### src/rtl/seg_pkg.sv
// seg_pkg -- shared definitions for the seven-segment readback decoder.
//
// Holds the active-low segment patterns {g,f,e,d,c,b,a} (bit0 = a) for the
// ten decimal digits, the all-off pattern, and the decoder FSM state type.
// Optional feature macro used by the top: SEG_READBACK_ERRCNT_EN.
package seg_pkg;

  localparam logic [6:0] SEG_0     = 7'h40;
  localparam logic [6:0] SEG_1     = 7'h79;
  localparam logic [6:0] SEG_2     = 7'h24;
  localparam logic [6:0] SEG_3     = 7'h30;
  localparam logic [6:0] SEG_4     = 7'h19;
  localparam logic [6:0] SEG_5     = 7'h12;
  localparam logic [6:0] SEG_6     = 7'h02;
  localparam logic [6:0] SEG_7     = 7'h78;
  localparam logic [6:0] SEG_8     = 7'h00;
  localparam logic [6:0] SEG_9     = 7'h10;
  localparam logic [6:0] SEG_BLANK = 7'h7F;

  // Indexed by digit value so the LUT can be generated.
  localparam logic [6:0] SEG_DIGITS [10] = '{
    SEG_0, SEG_1, SEG_2, SEG_3, SEG_4, SEG_5, SEG_6, SEG_7, SEG_8, SEG_9
  };

  typedef enum logic [1:0] {
    ST_IDLE   = 2'd0,
    ST_SETTLE = 2'd1,
    ST_LOCKED = 2'd2
  } seg_state_t;

endpackage

### src/rtl/seg_pattern_lut.sv
// seg_pattern_lut -- combinational decode of one active-low 7-segment pattern.
//
// Ports:
//   i_seg      [6:0] active-low segment lines {g,f,e,d,c,b,a}
//   o_digit    [3:0] decoded digit (0 when the pattern is not a digit)
//   o_is_digit       pattern matches one of the ten digit glyphs
//   o_is_blank       pattern is all segments off
module seg_pattern_lut
  import seg_pkg::*;
(
  input  logic [6:0] i_seg,
  output logic [3:0] o_digit,
  output logic       o_is_digit,
  output logic       o_is_blank
);

  logic [9:0] w_hit;

  for (genvar gi = 0; gi < 10; gi++) begin : g_hit
    assign w_hit[gi] = (i_seg == SEG_DIGITS[gi]);
  end

  // Glyphs are mutually exclusive, so at most one hit bit is set.
  always_comb begin
    o_digit = '0;
    for (int i = 0; i < 10; i++) begin
      if (w_hit[i]) o_digit = 4'(i);
    end
  end

  assign o_is_digit = |w_hit;
  assign o_is_blank = (i_seg == SEG_BLANK);

endmodule

### src/rtl/seg_readback_decoder.sv
// seg_readback_decoder -- debounces and decodes a 7-segment readback bus.
//
// A pattern is accepted once the registered sample has stayed identical for
// STABLE_CYCLES consecutive comparisons; acceptance pulses valid for one cycle
// and updates digit/score_lo (digits), blank (all-off) or err (anything else).
//
// Parameters:
//   STABLE_CYCLES  2..15, identical samples required before acceptance
// Ports:
//   clk               clock, all state on rising edge
//   rst_n             asynchronous active-low reset
//   seg      [6:0]    active-low segment lines {g,f,e,d,c,b,a}
//   digit    [3:0]    last accepted digit
//   score_lo [7:0]    digit*5
//   valid             one-cycle acceptance pulse
//   blank             accepted pattern is all-off
//   err              accepted pattern is undecodable
//   locked            FSM is in LOCKED
//   err_cnt  [7:0]    saturating count of err acceptances
//                     (only when SEG_READBACK_ERRCNT_EN is defined)
module seg_readback_decoder
  import seg_pkg::*;
#(
  parameter int STABLE_CYCLES = 4
) (
  input  logic       clk,
  input  logic       rst_n,
  input  logic [6:0] seg,
  output logic [3:0] digit,
  output logic [7:0] score_lo,
  output logic       valid,
  output logic       blank,
  output logic       err,
  output logic       locked
`ifdef SEG_READBACK_ERRCNT_EN
  ,
  output logic [7:0] err_cnt
`endif
);

  localparam logic [3:0] CNT_MAX = 4'(STABLE_CYCLES);

  seg_state_t r_state;
  logic [3:0] r_cnt;
  logic [6:0] r_seg_q;
  logic [6:0] r_seg_p;
  logic [3:0] r_digit;
  logic [7:0] r_score_lo;
  logic       r_valid;
  logic       r_blank;
  logic       r_err;
  logic       r_locked;

  logic [3:0] w_lut_digit;
  logic       w_is_digit;
  logic       w_is_blank;
  logic       w_same;
  logic [7:0] w_score;

  seg_pattern_lut u_lut (
    .i_seg      (r_seg_q),
    .o_digit    (w_lut_digit),
    .o_is_digit (w_is_digit),
    .o_is_blank (w_is_blank)
  );

  assign w_same  = (r_seg_q == r_seg_p);
  // digit*5 = digit*4 + digit; at most 45, fits comfortably in 8 bits.
  assign w_score = {2'b00, w_lut_digit, 2'b00} + {4'b0000, w_lut_digit};

`ifdef SEG_READBACK_ERRCNT_EN
  logic [7:0] r_err_cnt;
  assign err_cnt = r_err_cnt;
`endif

  always_ff @(posedge clk or negedge rst_n) begin
    if (!rst_n) begin
      r_state    <= ST_IDLE;
      r_cnt      <= '0;
      r_seg_q    <= SEG_BLANK;
      r_seg_p    <= SEG_BLANK;
      r_digit    <= '0;
      r_score_lo <= '0;
      r_valid    <= 1'b0;
      r_blank    <= 1'b1;
      r_err      <= 1'b0;
      r_locked   <= 1'b0;
`ifdef SEG_READBACK_ERRCNT_EN
      r_err_cnt  <= '0;
`endif
    end else begin
      r_seg_q <= seg;
      r_seg_p <= r_seg_q;
      r_valid <= 1'b0;
      case (r_state)
        ST_IDLE: begin
          r_state <= ST_SETTLE;
          r_cnt   <= 4'd1;
        end
        ST_SETTLE: begin
          if (!w_same) begin
            r_cnt <= 4'd1;
          end else if (r_cnt == CNT_MAX) begin
            // Count has saturated and the sample is still unchanged: accept.
            r_state  <= ST_LOCKED;
            r_locked <= 1'b1;
            r_valid  <= 1'b1;
            if (w_is_digit) begin
              r_digit    <= w_lut_digit;
              r_score_lo <= w_score;
              r_blank    <= 1'b0;
              r_err      <= 1'b0;
            end else if (w_is_blank) begin
              r_blank <= 1'b1;
              r_err   <= 1'b0;
            end else begin
              r_blank <= 1'b0;
              r_err   <= 1'b1;
`ifdef SEG_READBACK_ERRCNT_EN
              if (r_err_cnt != 8'hFF) r_err_cnt <= r_err_cnt + 8'd1;
`endif
            end
          end else begin
            r_cnt <= r_cnt + 4'd1;
          end
        end
        ST_LOCKED: begin
          // Any change restarts settling; decoded outputs keep their values.
          if (!w_same) begin
            r_state  <= ST_SETTLE;
            r_locked <= 1'b0;
            r_cnt    <= 4'd1;
          end
        end
        default: begin
          r_state  <= ST_IDLE;
          r_locked <= 1'b0;
        end
      endcase
    end
  end

  assign digit    = r_digit;
  assign score_lo = r_score_lo;
  assign valid    = r_valid;
  assign blank    = r_blank;
  assign err      = r_err;
  assign locked   = r_locked;

endmodule

### config.mk
export PLATFORM = sky130hd
export DESIGN_NAME = seg_readback_decoder
export DESIGN_NICKNAME = d
export VERILOG_FILES = /design/src/rtl/seg_pkg.sv /design/src/rtl/seg_pattern_lut.sv /design/src/rtl/seg_readback_decoder.sv
export SDC_FILE = /design/constraint.sdc
export NUM_CORES = 1
export LEC_CHECK = 0
export BUFFER_PORTS_ARGS = -buffer_cell sky130_fd_sc_hd__buf_2
export CAP_MARGIN = 20
export CORE_ASPECT_RATIO = 0.9
export CORE_MARGIN = 4
export CORE_UTILIZATION = 41
export DETAILED_ROUTE_END_ITERATION = 16
export GPL_TIMING_DRIVEN = 0
export SKIP_LAST_GASP = 1
export SLEW_MARGIN = 20
export SYNTH_ARGS = -nofsm -noshare
export SYNTH_HDL_FRONTEND = slang
export SYNTH_SLANG_ARGS = --single-unit
### constraint.sdc
create_clock -name clk -period 2.9 [get_ports clk]
set_input_delay 0 -clock clk [delete_from_list [all_inputs] [get_ports clk]]
set_output_delay 0 -clock clk [all_outputs]
set_load 0.01 [all_outputs]
# Yosys cells after proc, flatten, opt, wreduce, memory -nomap -nowiden
# Cells that the tools add are included.
# word_totals
ff_bits	36
elab_cells	68
in_bits	9
# classes
reduce_logical	9
addsub	2
bitwise	1
eq_ne	18
muxes	28
# op_table
op	count
7-bit equality test, second input constant	4
7-bit by 5-bit equality test with 1-bit output, second input constant	3
4-bit two-way mux	5
7-bit by 6-bit equality test with 1-bit output, second input constant	2
3-bit two-way mux	4
4-bit case mux with 3 select lines	1
1-bit two-way mux	11
2-bit two-way mux	5
10-bit OR reduction	1
3-bit AND reduction	3
4-bit AND reduction	2
6-bit by 4-bit adder with 7-bit output	1
7-bit by 2-bit equality test with 1-bit output, second input constant	1
7-bit equality test	1
7-bit logical NOT	1
2-bit inequality test, second input constant	3
2-bit case mux with 3 select lines	1
4-bit by 1-bit adder with 4-bit output, second input constant	1
4-bit by 3-bit equality test with 1-bit output, second input constant	1
3-bit inequality test, second input constant	1
1-bit case mux with 3 select lines	1
3-bit nonzero test	1
2-bit by 1-bit equality test with 1-bit output, second input constant	1
2-bit equality test, second input constant	1
2 further kinds	2

# Logic depth before layout (Yosys ltp)
# logic_depth
word_depth	11
mapped_depth	9
mapped_depth_nobuf	8

# Cells and area by module
# Synthesis repeated with hierarchy kept, for this count alone.
# unflattened
cells_unflattened	160
area_unflattened_um2	1764.2
# modules_own_cells
module	area_per_inst_um2	seq_area_each_um2	cells_per_inst	n_inst
seg_readback_decoder	1552.7	844.6	129	1
seg_pattern_lut	211.5	0.0	31	1

# Least setup slack after synthesis
# OpenSTA, ideal clock, no wires.
# synth_timing
path_kind	reg-to-reg
startpoint	reg r_seg_q[5]
endpoint	reg r_score_lo[3] (netlist: score_lo[3])
stages_incl_launch_ff	8
required_time_ps	2775
slack_ps	544
arrival_time_ps	2231
synth_period_minus_slack_ps	2356
cell_sequence	dfstp_2 buf_6 nand3_1 nor2b_1 a2111oi_0 ha_1 fa_1 mux2_4
# synth_via
elab_chain_cells	11
word_cells_on_any_way	23
cone_classes	1 x add/sub; 10 x eq/ne; 9 x mux; 3 x reduce/logical
# synth_rtl
item	line	rtl
start, declared	seg_readback_decoder.sv:45	logic [6:0] r_seg_q;
start signal, assigned	seg_readback_decoder.sv:92	r_seg_q <= seg;
7-bit equality test	seg_pattern_lut.sv:20	assign w_hit[gi] = (i_seg == SEG_DIGITS[gi]);
1-bit two-way mux	seg_pattern_lut.sv:27	if (w_hit[i]) o_digit = 4'(i);
2-bit two-way mux (2 in a row)	seg_pattern_lut.sv:27	
3-bit two-way mux (4 in a row)	seg_pattern_lut.sv:27	
4-bit two-way mux	seg_pattern_lut.sv:27	
4-bit two-way mux (*)	seg_pattern_lut.sv:27	
via u_lut.o_digit[0]	seg_pattern_lut.sv:12	output logic [3:0] o_digit,
6-bit by 4-bit adder with 7-bit output (*)	seg_readback_decoder.sv:69	assign w_score = {2'b00, w_lut_digit, 2'b00} + {4'b0000, w_lut_digit};
via w_score[3]	seg_readback_decoder.sv:58	logic [7:0] w_score;
end signal, assigned	seg_readback_decoder.sv:110	r_score_lo <= w_score;
end, declared	seg_readback_decoder.sv:48	logic [7:0] r_score_lo;
# Mark *: on every way through the listed nets, which the timed path passes. The rest lies on a longest branch.
# A chain may end at the register's enable or synchronous reset.

# Worst setup path after layout
# layout_timing
startpoint	reg r_seg_q[5]
endpoint	reg r_score_lo[4] (netlist: score_lo[4])
# layout_via
elab_chain_cells	11
word_cells_on_any_way	23
cone_classes	1 x add/sub; 10 x eq/ne; 9 x mux; 3 x reduce/logical
# layout_rtl
item	line
7-bit equality test	seg_pattern_lut.sv:20
1-bit two-way mux	seg_pattern_lut.sv:27
2-bit two-way mux (2 in a row)	seg_pattern_lut.sv:27
3-bit two-way mux (4 in a row)	seg_pattern_lut.sv:27
4-bit two-way mux	seg_pattern_lut.sv:27
4-bit two-way mux (*)	seg_pattern_lut.sv:27
via u_lut.o_digit[0]	seg_pattern_lut.sv:12
6-bit by 4-bit adder with 7-bit output (*)	seg_readback_decoder.sv:69
# Marks and branches as above.

==> metrics.txt <==
CP endpoint kind=flip-flop; drt wl/cell=13.20 um; Final Max Tran Viols=0; Setup CP Type=flip-flop to flip-flop; Critical Path RT=3.07 ns; Clock Path Buffers=2; skew final=0.007492 ns; outcome=finished clean; Synth Instances=134; clk root buf=clkbuf_8; reg-to-reg slack, setup=0.29 ns; Sw Share=0.2198; fin crit period=2.615 ns; Critical Path Fanout Max=9; synthesized flop and latch total=33; CTS tree=yes; initial antenna violation count=0; Largest stage delay, worst path=0.60 ns; HPWL after DPL=2072 um; DRC violation count after routing=0; Highest Clock Rate=382.4 MHz; maxcap violations=0; Post-Synth XOR/XNOR Area=0.06627; switching pwr=205.5 uW; HP Class=input pin to async pin; Final Setup Violations=0; Net Count, Synth=148; TNS Setup=0 ns; post-synthesis async set-or-reset flop share=1.000; Layout Utilization=0.5307; area added between synthesis and finish=21.15%; TritonCTS Buffers=5; routed wire length=2891 um; power share of the combinational group=0.074; row count=21; share of power burned in registers=0.524; I/O pin count=25; clock-pin slew on the worst setup and hold paths=0.07 ns; Post-Syn Area=0.001680 mm^2; r2r worst-path depth=8; crit-path cells=buf_6 -> nand3_1 -> nor2b_1 -> a2111oi_1 -> ha_1 -> fa_1 -> o21ba_1 -> a311o_1; Post-Synth Simple-Gate Area=0.1675; Worst-Margin Slew=0.6977 ns; GP Congestion=0.8326; main combinational cell family by area after synthesis=simple AND/OR/NAND/NOR gates; layout cells sized above 1=0.4335; RSZ-0062 raised after global routing=false; CTS H-Tree Depth=2; peak supply drop=0.2908 mV; vias in the first global route=1192; Cell Pwr Density=459.1 mW/mm^2; All-Layer GR Usage=0.1350; Post-CTS Repair Setup Buffers=0; total die area=0.005188 mm^2; Slew HR=0.5338; mux contribution to synthesized area=0.05510; P_leak=0.9837 nW; area of the multi-input gates=738.2 um^2; EDFF count, synth=0; final antenna-violating net count=0; Worst Hold Margin=0.2884 ns; Tot Pwr=934.5 uW; Initial Utilization=0.4380; placed instance count=203; Ant. Diodes=0; first-pass GRT wire length=5188 um; core box area=0.003836 mm^2; Compound-Gate Fraction of Synth Area=0.1057; Syn. warnings=0; DRT Pass-1 Iters=4; DR vias=1122; Synth Area in Adders=0.04170; die width=75.48 um; grt total ovfl=0; Via-to-Cell Ratio=5.123; CP arrival=2.78 ns; fin crit share=0.9017; Hold Fails Final Rpt=0; Worst-Skew Late Latency=0.28 ns; clock share of power=0.401; fin nets=186; RR Endpoint=score_lo[4]; die height=68.74 um; pin count of the biggest net entering global routing=34; Iter 0 DRT Violations=50; CP Launch Type=flip-flop; post-synthesis sequential area ratio=0.5026; Primary FF master, synth=dfrtp_1; reg2reg start=r_seg_q[5]; CTS Sinks=33; Yosys cell types=53; fillcell total=348; register area=844.6 um^2; Avg Cell Area, Syn=12.54 um^2; Critical Path Slowest Stage Cell=a2111oi_1; buffers added on ports=23; Int Power=729.1 uW; Post-Layout Cell Count=219
power by group through the flow:
stage               Clock (mW)  Sequential (mW)  Combinational (mW)
detailed placement           0            0.498              0.0624
finish                   0.375            0.490              0.0696
global placement             0            0.497              0.0609
global route             0.416            0.491              0.0777
floorplan                    0            0.495              0.0428
CTS                      0.390            0.490              0.0705
sequential cells by signal, summed over array words and instances, names as in the netlist:
| signal | flops |
|---|---|
| r_seg_p | 7 |
| err | 1 |
| digit | 4 |
| valid | 1 |
| r_state | 2 |
| locked | 1 |
| score_lo | 5 |
| blank | 1 |
| r_seg_q | 7 |
| r_cnt | 4 |
metal layers:
| metal | GRT usage | wire, um |
|---|---|---|
| met5 | 0 | 0 |
| met2 | 0.2220 | 1334 |
| met3 | 0.04058 | 152 |
| met4 | 0.06769 | 42 |
| met1 | 0.1600 | 1362 |
worst max-delay path by stage:
stage | startpoint | endpoint | cells past startpoint
6_report | r_seg_q[5] | score_lo[4] | 8
5_1_grt | r_seg_q[5] | score_lo[4] | 8
4_1_cts | r_seg_q[5] | score_lo[4] | 8
3_5_place_dp | r_seg_q[5] | score_lo[4] | 8
3_3_place_gp | r_seg_q[5] | score_lo[3] | 7
2_1_floorplan | r_seg_q[5] | score_lo[3] | 7
layout make-up:
type,count,share of cell area
Buffer,8,0.03565
Clock buffer,7,0.04733
Clock inverter,1,0.002459
Inverter,7,0.01291
Multi-Input combinational cell,86,0.3626
Sequential cell,33,0.4149
Tap cell,46,0.02827
Timing Repair Buffer,31,0.09588
what timing repair did:
action / in CTS / in global routing
endpoints found under the hold margin: 25 / 0
hold buffers: 8 / 0
gates resized for setup: 0 / 1
endpoints found under the setup margin: 0 / 1
logic make-up (layout without fill, tap and decap cells):
family                     after synthesis  after routing
and+or+nand+nor                         43             43
DFF                                     33             33
AOI/OAI and AO/OA                       22             22
buffers and inverters                   15             54
xor gates and xnor gates                 8              8
muxes                                    7              7
adders and majority gates                5              5
other                                    1              1
placed cells by master (no fill, tap or decap), types with 3 or more instances in the layout:
master,synthesis,routed
inv_1,7,7
nor3_1,3,3
xnor2_2,3,3
mux2_4,4,4
dfstp_2,15,15
a21o_1,3,3
nand3_1,7,7
nand2_1,7,7
xnor2_1,3,3
ha_1,4,4
buf_4,3,3
buf_6,4,4
nand4_1,3,3
buf_2,1,24
dfrtp_1,18,18
clkbuf_8,0,7
dlygate4sd3_1,0,8
o21ai_0,3,3
worst max-delay path: cells and delay by family (launching register included):
kind	cells	cell delay (ns)
AO/OA/AOI/OAI	3	1.07
flip-flops	1	0.54
adder cells (fa/ha/maj)	2	0.54
AND/OR/NAND/NOR	2	0.23
buffers and inverters	1	0.13
stage by stage:
step,setup WS (ns),cell area [um^2]
2_1_floorplan,0.5445,1680
3_5_place_dp,0.1688,1853
4_1_cts,0.1478,2034
5_1_grt,0.1561,2036
3_3_place_gp,0.1393,1853
6_report,0.2850,2036
synth_stat cells (all sizes together), types with 2 or more instances:
master    n  area, um^2
dfrtp    18       450.4
dfstp    15       394.1
buf       8       72.56
nand3     8       45.04
inv       7       26.28
nand2     7       26.28
xnor2     7       102.6
mux2      6       82.58
o21ai     5       36.28
ha        4       50.05
nand4     4       31.28
nor3      4       31.28
a21o      3       22.52
a22o      3       28.78
and2      3       20.02
nor2      3       13.77
a2111oi   2       18.77
a311o     2       20.02
and3b     2       18.77
nand4b    2       17.52
nor3b     2       15.01
nor4      2       12.51
o211ai    2       15.01
(Power assumes the default switching activity.)
